--- config.mk ---
export PLATFORM = sky130hd
export DESIGN_NAME = id_ex_stage_reg
export DESIGN_NICKNAME = d
export VERILOG_FILES = /design/src/rtl/id_ex_stage_reg.sv
export SDC_FILE = /design/constraint.sdc
export NUM_CORES = 1
export LEC_CHECK = 0
export ABC_AREA = 1
export CAP_MARGIN = 20
export CELL_PAD_IN_SITES_DETAIL_PLACEMENT = 0
export CELL_PAD_IN_SITES_GLOBAL_PLACEMENT = 1
export CORE_ASPECT_RATIO = 1.2
export CORE_MARGIN = 5
export CORE_UTILIZATION = 28
export CTS_BUF_LIST = sky130_fd_sc_hd__clkbuf_2
export DETAILED_ROUTE_END_ITERATION = 7
export PLACE_DENSITY_LB_ADDON = 0.1
export SETUP_SLACK_MARGIN = 0.1
export SKIP_CTS_REPAIR_TIMING = 1
export SYNTH_ARGS = -nofsm -noshare
export SYNTH_HDL_FRONTEND = slang
export SYNTH_SLANG_ARGS = --single-unit
--- constraint.sdc ---
create_clock -name clk -period 0.8 [get_ports clk]
set_input_delay 0.08 -clock clk [delete_from_list [all_inputs] [get_ports clk]]
set_output_delay 0.08 -clock clk [all_outputs]
set_load 0.02 [all_outputs]
--- src/rtl/id_ex_stage_reg.sv ---
// Decode-to-execute pipeline register with stall/flush and per-slot valid.
// Optional BubbleCnt/StallCnt counters are built when ID_EX_PERF_CNT_EN is defined.
module id_ex_stage_reg #(
   parameter int unsigned DATA_W = 32,
   parameter int unsigned REG_AW = 5
`ifdef ID_EX_PERF_CNT_EN
   ,
   parameter int unsigned CNT_W  = 32
`endif
) (
   input  logic              clk,
   input  logic              rst_n,
   input  logic              StallE,
   input  logic              FlushE,
   input  logic              ValidD,
   input  logic              MemtoRegD,
   input  logic              MemWriteD,
   input  logic              BranchD,
   input  logic              ALUSrcD,
   input  logic              RegDstD,
   input  logic              RegWriteD,
   input  logic              ZeroOrSignD,
   input  logic [3:0]        ALUControlD,
   input  logic [DATA_W-1:0] RD1D,
   input  logic [DATA_W-1:0] RD2D,
   input  logic [REG_AW-1:0] RsD,
   input  logic [REG_AW-1:0] RtD,
   input  logic [REG_AW-1:0] RdD,
   input  logic [DATA_W-1:0] SignImmD,
   input  logic [DATA_W-1:0] PCPlus4D,
   output logic              ValidE,
   output logic              MemtoRegE,
   output logic              MemWriteE,
   output logic              BranchE,
   output logic              ALUSrcE,
   output logic              RegDstE,
   output logic              RegWriteE,
   output logic              ZeroOrSignE,
   output logic [3:0]        ALUControlE,
   output logic [DATA_W-1:0] RD1E,
   output logic [DATA_W-1:0] RD2E,
   output logic [REG_AW-1:0] RsE,
   output logic [REG_AW-1:0] RtE,
   output logic [REG_AW-1:0] RdE,
   output logic [DATA_W-1:0] SignImmE,
   output logic [DATA_W-1:0] PCPlus4E
`ifdef ID_EX_PERF_CNT_EN
   ,
   output logic [CNT_W-1:0]  BubbleCnt,
   output logic [CNT_W-1:0]  StallCnt
`endif
);

   typedef struct packed {
      logic              valid;
      logic              memtoreg;
      logic              memwrite;
      logic              branch;
      logic              alusrc;
      logic              regdst;
      logic              regwrite;
      logic              zeroorsign;
      logic [3:0]        aluctl;
      logic [DATA_W-1:0] rd1;
      logic [DATA_W-1:0] rd2;
      logic [REG_AW-1:0] rs;
      logic [REG_AW-1:0] rt;
      logic [REG_AW-1:0] rd;
      logic [DATA_W-1:0] signimm;
      logic [DATA_W-1:0] pcplus4;
   } slot_t;

   slot_t slot_d, slot_q;

   always_comb begin
      slot_d = slot_q;
      if (FlushE) begin
         slot_d = '0;
      end else if (!StallE) begin
         slot_d.valid      = ValidD;
         slot_d.memtoreg   = MemtoRegD;
         slot_d.alusrc     = ALUSrcD;
         slot_d.regdst     = RegDstD;
         slot_d.zeroorsign = ZeroOrSignD;
         slot_d.aluctl     = ALUControlD;
         slot_d.rd1        = RD1D;
         slot_d.rd2        = RD2D;
         slot_d.rs         = RsD;
         slot_d.rt         = RtD;
         slot_d.rd         = RdD;
         slot_d.signimm    = SignImmD;
         slot_d.pcplus4    = PCPlus4D;
         // A non-valid slot must never commit architectural state.
         slot_d.memwrite   = MemWriteD & ValidD;
         slot_d.branch     = BranchD   & ValidD;
         slot_d.regwrite   = RegWriteD & ValidD;
      end
   end

   always_ff @(posedge clk or negedge rst_n) begin
      if (!rst_n) begin
         slot_q <= '0;
      end else begin
         slot_q <= slot_d;
      end
   end

   assign ValidE      = slot_q.valid;
   assign MemtoRegE   = slot_q.memtoreg;
   assign MemWriteE   = slot_q.memwrite;
   assign BranchE     = slot_q.branch;
   assign ALUSrcE     = slot_q.alusrc;
   assign RegDstE     = slot_q.regdst;
   assign RegWriteE   = slot_q.regwrite;
   assign ZeroOrSignE = slot_q.zeroorsign;
   assign ALUControlE = slot_q.aluctl;
   assign RD1E        = slot_q.rd1;
   assign RD2E        = slot_q.rd2;
   assign RsE         = slot_q.rs;
   assign RtE         = slot_q.rt;
   assign RdE         = slot_q.rd;
   assign SignImmE    = slot_q.signimm;
   assign PCPlus4E    = slot_q.pcplus4;

`ifdef ID_EX_PERF_CNT_EN
   logic [CNT_W-1:0] bubble_cnt_d, bubble_cnt_q;
   logic [CNT_W-1:0] stall_cnt_d, stall_cnt_q;

   always_comb begin
      bubble_cnt_d = bubble_cnt_q;
      stall_cnt_d  = stall_cnt_q;
      if (FlushE) begin
         bubble_cnt_d = bubble_cnt_q + CNT_W'(1);
      end else if (StallE) begin
         stall_cnt_d = stall_cnt_q + CNT_W'(1);
      end
   end

   always_ff @(posedge clk or negedge rst_n) begin
      if (!rst_n) begin
         bubble_cnt_q <= '0;
         stall_cnt_q  <= '0;
      end else begin
         bubble_cnt_q <= bubble_cnt_d;
         stall_cnt_q  <= stall_cnt_d;
      end
   end

   assign BubbleCnt = bubble_cnt_q;
   assign StallCnt  = stall_cnt_q;
`endif

endmodule
After elaboration in Yosys (flattened, before gate mapping)
Cells that the tools add are included.
Storage, ports and cells
  bits in registers: 155
  bits in latches: 0
  memory bits (writable): 0
  ROM bits: 0
  bits of input ports: 159
  word-level logic and storage cells: 22
  memories: 0
Cells by class
  $add $sub $neg: 0
  multipliers: 0
  divide/modulo/power cells: 0
  magnitude comparators: 0
  equal/unequal tests: 1
  shift operators: 0
  mux-type cells: 2
  bitwise gates (word level): 3
  reduce and logical (&&, ||, !) cells: 0
Operators by type and width (count)
  155-bit 2-to-1 mux: 2
  1-bit bitwise AND: 3
  2-bit by 1-bit inequality test with 1-bit output, second input constant: 1

Longest topological paths before layout
Gate-level depths: netlist of the first run.
  depth after elaboration: 3
  mapped depth: 6

Worst setup path after synthesis of the first run
Ideal clock, no wire load.
  kind: input -> register
  start: input FlushE
  end: register slot_q, in the netlist ALUControlE[3]
  library setup time: 0.065 ns
  arrival time: 0.633 ns
  required time: 0.735 ns
  path slack: 0.102 ns
  cell stages on the path: 5
  cells stage by stage: nor2_1 > buf_4 > buf_6 > nand2_1 > nand2_1
Between the ends
  word-level cells in the longest chain between the ends: 1
Ends and longest elaborated chain
  start, declared: line 14  | input logic FlushE,
  2-bit by 1-bit inequality test with 1-bit output (no source line) or 155-bit 2-to-1 mux (tied branches)
  end signal, assigned: line 104  | slot_q <= slot_d;
  end, declared: line 73  | slot_t slot_d, slot_q;
Parallel ways exist; a longest one is shown, timed or not.
A chain may end at the register's enable or synchronous reset.

Final worst setup path of the first run
  start: register slot_q, in the netlist ALUControlE[0]
  end: output ALUControlE[0]
RTL lines
  end, declared: line 39  | output logic [3:0] ALUControlE,
No word-level cell between the ends.

==> results of run 1 <==
[final cells by class]
type / instances / share of cell area
multi-input combinational: 467 / 0.152
inverter: 1 / 0.000305
tap: 270 / 0.0275
clock inverter: 12 / 0.0112
sequential: 155 / 0.315
antenna: 2 / 0.000407
timing repair buffer: 571 / 0.485
clock buffer: 19 / 0.00773
[flip-flops by register name, summed over array words and instances, names as in the netlist, 4 cells and up]
| signal | count |
|---|---|
| RdE | 5 |
| RsE | 5 |
| SignImmE | 32 |
| ALUControlE | 4 |
| RD2E | 32 |
| PCPlus4E | 32 |
| RD1E | 32 |
| RtE | 5 |
[how the worst max path moves through the flow]
stage | cells past startpoint | slack, ns | endpoint | startpoint
final | 1 | -0.61 | ALUControlE[0] | ALUControlE[0]$_DFFE_PN0P_
after detailed placement | 7 | -0.57 | PCPlus4E[3]$_DFFE_PN0P_ | StallE
after global routing | 1 | -0.76 | RD2E[17] | RD2E[17]$_DFFE_PN0P_
after global placement | 7 | -0.55 | ALUControlE[1]$_DFFE_PN0P_ | StallE
after floorplan | 5 | 0.10 | ALUControlE[3]$_DFFE_PN0P_ | FlushE
after CTS | 1 | -1.18 | PCPlus4E[12] | PCPlus4E[12]$_DFFE_PN0P_
[cell families after synthesis]
| logic type | Yosys count | share of synthesized area |
|---|---|---|
| AND/OR/NAND/NOR | 467 | 0.299 |
| buffers and inverters | 35 | 0.0419 |
| flip-flops | 155 | 0.659 |
[through the flow]
stage                     hold slack, ns  setup TNS [ns]  setup WS, ns
after global routing              -0.336         -109.43        -0.762
after CTS                         -0.907         -169.62         -1.18
after floorplan                   -0.216               0         0.102
after global placement           -0.0222         -115.03        -0.554
after detailed placement         -0.0195         -116.98        -0.574
final                             -0.210          -86.14        -0.611
[per-layer routing]
metal	GRT usage	wire length, um	vias to the layer above
met5	0	0	-
met4	0.0455	255	0
met3	0.0726	1970	14
met2	0.249	10400	224
met1	0.211	9070	2839
li1	-	-	3077
[synthesized netlist by cell type]
master	n	share of area
nand3_1	3	0.0026
inv_1	1	0.00064
nand2_1	462	0.29
dfrtp_1	155	0.66
buf_6	10	0.019
nor2_1	1	0.00064
nor2_2	1	0.0011
buf_4	4	0.0051
buf_2	20	0.017
[report_power, final]
part           switching, mW  internal, mW  leakage, nW  total, mW
Combinational           1.83          2.65         4.16       4.49
Sequential             0.337          8.28         2.06       8.62
Clock                   2.96          1.46        0.130       4.43
Total                   5.13          12.4         6.35       17.5
==> metrics.txt, run 1 <==
Post-DRT Antenna Nets=0; Final Hold Viols=16; Reg2Reg Launch Point=SignImmE[18]$_DFFE_PN0P_; Final WS setup=-0.611 ns; share of cells above drive strength 1=0.271; first-iteration detailed-routing DRC count=223; Data required, critical path=0.72 ns; Finished Core Util=0.591; DIE AREA=0.0240 mm^2; initial antenna violation count=1; Mean Syn Cell Area=8.96 um^2; Distinct cells, synth=9; final non-filler cell area=0.0123 mm^2; r2r worst-path depth=4; Core Area=0.0208 mm^2; Top delay family on crit path=flip-flops; Residual DRC=0; FF+latch area=0.00388 mm^2; Root Driver=clkbuf_2; largest net degree at the start of global routing=37; CP max stage cell=dfrtp_1; Slew Limit Fails=0; reg2reg end=SignImmE[18]$_DFFE_PN0P_; RSZ-0062 raised after global routing=yes; slowest stage delay, CP=0.47 ns; Max Freq=0.709 GHz; Synth Register Bits=155; Fin Hold WS=-0.210 ns; Vias/cell=4.11; dpl hpwl=14.6 mm; Top-Level Pins=314; Chip Width=142 um; startpoint types=register; area delta synth->final=109%; cell area after synthesis=0.00588 mm^2; CTS tree=built; Final Critical Period=1.41 ns; area of the multi-input gates=0.00187 mm^2; Arrival @ worst endpoint=1.33 ns; Clock Skew=0 ns; Die Y=169 um; critical path endpoint category=primary output; commonest non-fill, non-tap cell in the layout=nand2_1; Power Dens Cells=1420 mW/mm^2; LEAKAGE=6.35 nW; clk slew on worst S/H paths=0.26 ns; vias in the first global route=5327; Placed Area=0.00982 mm^2; Final #Nets=1372; worst hold path type=input port to asynchronous set/reset pin; Final Instance Count excl. Fillers=1497; GRT overflow=0; DP Cell Count=1273; first-pass GRT wire length=30.5 mm; total vias in the final route=6154; fillers=1842; clk sinks=155; Syn Nets=816; routability cong.=0.756; drt wl/cell=14.5 um; GRT Util Overall=0.163; H-tree depth=4; Crit Path Class=register to primary output; reg-to-reg slack, setup=-0.04 ns; worst-path cell chain=buf_6; Buf/Inv on CP=1; final period utilization=1.76; Worst IR Drop VDD=693 uV; CTS Buf Count=17; slew margin rel.=0.712; status=complete, but fails checks; yosys warns=0; Initial Util=0.283; Max Cap Viol=0; most frequent cells in the layout=nand2_1 (421), buf_6 (185), clkdlybuf4s50_1 (157); Critical Path Fanout Max=2; DRT Pass-1 Iters=4; clk_lat worst skew=0.71 ns; IO buf count=313; Worst Tran Pin Value=0.433 ns; Pwr Total=17.5 mW; Seq/Total Area, Yosys=0.659; Syn Inst Count=657; maximum root-to-sink buffer count=2; FP Rows=58; failing checks=hold timing, setup timing; Final setup viols=156; WL final=21.7 mm
(Power assumes the default switching activity.)
==> run 2: changes to the inputs <==
--- a/config.mk
+++ b/config.mk
@@ -10,7 +10,7 @@
 export CELL_PAD_IN_SITES_DETAIL_PLACEMENT = 0
 export CELL_PAD_IN_SITES_GLOBAL_PLACEMENT = 1
 export CORE_ASPECT_RATIO = 1.2
-export CORE_MARGIN = 5
+export CORE_MARGIN = 4
 export CORE_UTILIZATION = 28
 export CTS_BUF_LIST = sky130_fd_sc_hd__clkbuf_2
 export DETAILED_ROUTE_END_ITERATION = 7
==> metrics.txt, run 2 (synthesis results as in run 1) <==
met3 global-route usage=0.0642; Post-DRT Antenna Nets=0; Worst Tran Pin Value=0.436 ns; Initial Util=0.287; startpoint types=register; Reg2Reg Launch Point=RD1E[10]$_DFFE_PN0P_; commonest non-fill, non-tap cell in the layout=nand2_1; Residual DRC=0; critical path startpoint=RD2E[26]$_DFFE_PN0P_; Clock Skew=0 ns; Setup WS pre-CTS=-0.577 ns; worst-path cell chain=buf_6; WL final=21.6 mm; clk_lat worst skew=0.71 ns; CP Depth=1; fillers=1759; share of cells above drive strength 1=0.269; worst hold path type=input port to register; Root Driver=clkbuf_2; failing checks=setup timing; CTS Buf Count=17; slew margin rel.=0.709; IO buf count=313; first-pass GRT wire length=30.6 mm; GRT overflow=0; Max Freq=0.703 GHz; RSZ-0062 raised after global routing=yes; first-iteration detailed-routing DRC count=238; clk sinks=155; CP endpoint=RD2E[26]; r2r worst-path depth=4; reg-to-reg slack, setup=-0.06 ns; Arrival @ worst endpoint=1.34 ns; Die Y=167 um; Chip Width=140 um; Max Cap Viol=0; Data required, critical path=0.72 ns; reg2reg end=RD1E[10]$_DFFE_PN0P_; Final Hold Viols=0; Top delay family on crit path=flip-flops; drt wl/cell=14.4 um; routability cong.=0.730; total vias in the final route=6154; setup TNS=-87.29 ns; H-tree depth=4; final period utilization=1.78; Top-Level Pins=314; Final setup viols=158; Slew Limit Fails=0; DRT Pass-1 Iters=6; critical path endpoint category=primary output; Power Dens Cells=1380 mW/mm^2; slowest stage delay, CP=0.48 ns; largest net degree at the start of global routing=40; Final #Nets=1380; area delta synth->final=111%; initial antenna violation count=2; Critical Path Fanout Max=2; DP Cell Count=1273; status=complete, but fails checks; Global Route met2 Usage=0.258; dpl hpwl=14.6 mm; CTS tree=built; Final Critical Period=1.42 ns; most frequent cells in the layout=nand2_1 (428), buf_6 (187), dlygate4sd3_1 (157), clkdlybuf4s50_1 (157), dfrtp_1 (155); Buf/Inv on CP=1; Crit Path Class=register to primary output; GRT Util Overall=0.167; DIE AREA=0.0234 mm^2; Vias/cell=4.10; maximum root-to-sink buffer count=2; FP Rows=57; Worst IR Drop VDD=771 uV; CP max stage cell=dfrtp_1; LEAKAGE=6.41 nW; Final Instance Count excl. Fillers=1502; global route hottest layer=met2; vias in the first global route=5375; Final WS setup=-0.623 ns; Global Route met1 Usage=0.220; Core Area=0.0205 mm^2; clk slew on worst S/H paths=0.26 ns
## run 2: per-layer routing
metal	part of all wire	up-vias	wire length, um
met5	0	-	0
met4	0.011	0	234
met3	0.080	18	1730
met2	0.48	229	10300
met1	0.43	2811	9310
li1	-	3096	-
## run 2: how the worst min path moves through the flow
stage / slack (ns) / cells after the start / endpoint / startpoint
after CTS: -0.93 / 1 / SignImmE[25]$_DFFE_PN0P_ / rst_n
after global routing: 0.13 / 5 / RD1E[4]$_DFFE_PN0P_ / StallE
after detailed placement: -0.07 / 1 / SignImmE[25]$_DFFE_PN0P_ / rst_n
after global placement: -0.07 / 1 / SignImmE[25]$_DFFE_PN0P_ / rst_n
final: 0.23 / 5 / RD1E[4]$_DFFE_PN0P_ / StallE
after floorplan: -0.22 / 0 / ALUControlE[0]$_DFFE_PN0P_ / rst_n
## run 2: cell type report
class	instances	area (um^2)	share of cell area
antenna	3	7.51	0.000606
clock buffer	18	90.1	0.00727
clock inverter	14	111	0.00899
inverter	1	3.75	0.000303
multi-input combinational	467	1860	0.150
sequential	155	3880	0.313
tap	265	332	0.0268
timing repair buffer	579	6110	0.493
## run 2: where the power goes
group          switching (mW)  total (mW)  internal [mW]
logic                    1.84        4.56           2.71
clock network            3.02        3.90          0.883
registers               0.341        8.62           8.28
total                    5.21        17.1           11.9
## run 2: per-stage QoR
step | cell area, um^2 | power, mW | utilization | hold slack, ns
after global routing | 12400 | 18.1 | 0.605 | 0.125
after CTS | 10100 | 16.3 | 0.495 | -0.932
after detailed placement | 9920 | 12.3 | 0.485 | -0.0691
final | 12400 | 17.1 | 0.605 | 0.229
after global placement | 9920 | 12.3 | 0.485 | -0.0692
after floorplan | 5880 | 9.80 | - | -0.216
==> run 3: changes to the inputs <==
--- a/config.mk
+++ b/config.mk
@@ -13,8 +13,9 @@
 export CORE_MARGIN = 4
 export CORE_UTILIZATION = 28
 export CTS_BUF_LIST = sky130_fd_sc_hd__clkbuf_2
+export CTS_CLUSTER_SIZE = 10
 export DETAILED_ROUTE_END_ITERATION = 7
-export PLACE_DENSITY_LB_ADDON = 0.1
+export PLACE_DENSITY = 0.86
 export SETUP_SLACK_MARGIN = 0.1
 export SKIP_CTS_REPAIR_TIMING = 1
 export SYNTH_ARGS = -nofsm -noshare
==> metrics.txt, run 3 (synthesis results as in run 1) <==
status=complete, but fails checks; failing checks=setup timing; largest net degree at the start of global routing=29; Max Cap Viol=0; Post-DRT Antenna Nets=0; Global Route met1 Usage=0.196; global route hottest layer=met2; Buf/Inv on CP=1; CTS Buf Count=17; r2r worst-path depth=3; Chip Width=140 um; met3 global-route usage=0.0751; drt wl/cell=15.0 um; Placed Area=0.00980 mm^2; Gate power share=0.256; Hold Path Depth=5; slew margin rel.=0.719; maximum root-to-sink buffer count=2; Core Area=0.0205 mm^2; clk_lat worst skew=0.71 ns; WL final=22.5 mm; clk slew on worst S/H paths=0.25 ns; fillers=1611; Final Hold Viols=0; GRT Util Overall=0.160; Hold EP=RsE[2]$_DFFE_PN0P_; initial antenna violation count=2; Die Y=167 um; reg-to-reg slack, setup=0.02 ns; Reg2Reg Launch Point=PCPlus4E[2]$_DFFE_PN0P_; hold_sp=StallE; Vias/cell=4.27; Arrival @ worst endpoint=1.34 ns; CP max stage cell=dfrtp_1; Root Driver=clkbuf_2; Int Power=12.2 mW; Top-Level Pins=314; Top delay family on crit path=flip-flops; H-tree depth=4; Worst Tran Pin Value=0.422 ns; worst-path cell chain=buf_6; Final Critical Period=1.42 ns; Final WS setup=-0.624 ns; final period utilization=1.78; final non-filler cell area=0.0122 mm^2; DRT Pass-1 Iters=6; Residual DRC=0; Switching Share=0.305; worst hold path type=input port to register; Worst IR Drop VDD=712 uV; LEAKAGE=6.37 nW; commonest non-fill, non-tap cell in the layout=nand2_1; first-pass GRT wire length=29.9 mm; share of cells above drive strength 1=0.246; area delta synth->final=108%; Critical Path Fanout Max=2; dpl hpwl=14.2 mm; Initial Util=0.287; Power Dens Cells=1440 mW/mm^2; most frequent cells in the layout=nand2_1 (454), buf_6 (165), dlygate4sd3_1 (157), clkdlybuf4s50_1 (157), dfrtp_1 (155); Global Route met2 Usage=0.252; Data required, critical path=0.72 ns; Crit Path Class=register to primary output; clock share of power=0.253; Slew Limit Fails=0; DIE AREA=0.0234 mm^2; total vias in the final route=6398; setup TNS=-87.47 ns; Clock Skew=0 ns; Max Freq=0.702 GHz; IO buf count=313; clk sinks=155; CTS tree=built; FP Rows=57; first-iteration detailed-routing DRC count=187; critical path endpoint category=primary output; slowest stage delay, CP=0.49 ns; GRT overflow=0; vias in the first global route=5676; Final #Nets=1376; startpoint types=register; Reg power frac=0.491; reg2reg end=PCPlus4E[2]$_DFFE_PN0P_; RSZ-0062 raised after global routing=yes; Switch Pwr=5.36 mW; routability cong.=0.783; Final setup viols=157
run 3: worst min-delay path, delay by kind of cell:
kind	cells	cell delay, ns
buffers and inverters	2	0.68
AND/OR/NAND/NOR	3	0.17
run 3: layer usage:
metal	part of all wire	wire, um
met1	0.39	8700
met2	0.50	11100
met3	0.097	2170
met4	0.022	491
met5	0	0
run 3: worst max path at each step:
stage                     depth (start not counted)                       start  slack (ns)                    endpoint
after floorplan                                   5                      FlushE        0.10  ALUControlE[3]$_DFFE_PN0P_
after global placement                            6                      FlushE       -0.61    PCPlus4E[10]$_DFFE_PN0P_
after detailed placement                          6                      FlushE       -0.64    PCPlus4E[10]$_DFFE_PN0P_
after CTS                                         1  ALUControlE[3]$_DFFE_PN0P_       -1.22              ALUControlE[3]
after global routing                              1        RD2E[16]$_DFFE_PN0P_       -0.80                    RD2E[16]
final                                             1  ALUControlE[3]$_DFFE_PN0P_       -0.62              ALUControlE[3]
run 3: stage by stage:
step / worst slack (ns) / cells / total power, mW / hold WS (ns) / utilization
floorplan: 0.102 / 657 / 9.80 / -0.216 / -
CTS: -1.22 / 1289 / 16.8 / -0.924 / 0.491
global route: -0.803 / 1497 / 18.5 / 0.107 / 0.598
global placement: -0.613 / 1257 / 12.2 / -0.0298 / 0.479
finish: -0.624 / 1497 / 17.6 / 0.243 / 0.598
detailed placement: -0.643 / 1257 / 12.2 / -0.0299 / 0.479
run 3: cell type report:
type / count / area [um^2] / share of cell area
Antenna cell: 2 / 5.00 / 0.000409
Timing Repair Buffer: 575 / 5980 / 0.489
Clock inverter: 15 / 154 / 0.0126
Multi-Input combinational cell: 467 / 1800 / 0.147
Clock buffer: 17 / 85.1 / 0.00695
Tap cell: 265 / 332 / 0.0271
Inverter: 1 / 3.75 / 0.000307
Sequential cell: 155 / 3880 / 0.317
run 3: power by group through the flow:
stage	Combinational, mW	Clock, mW	Sequential, mW
final	4.50	4.44	8.63
after global routing	4.80	4.99	8.68
after CTS	3.54	4.69	8.53
after detailed placement	3.53	0	8.65
after global placement	3.51	0	8.64
after floorplan	0.608	0	9.19
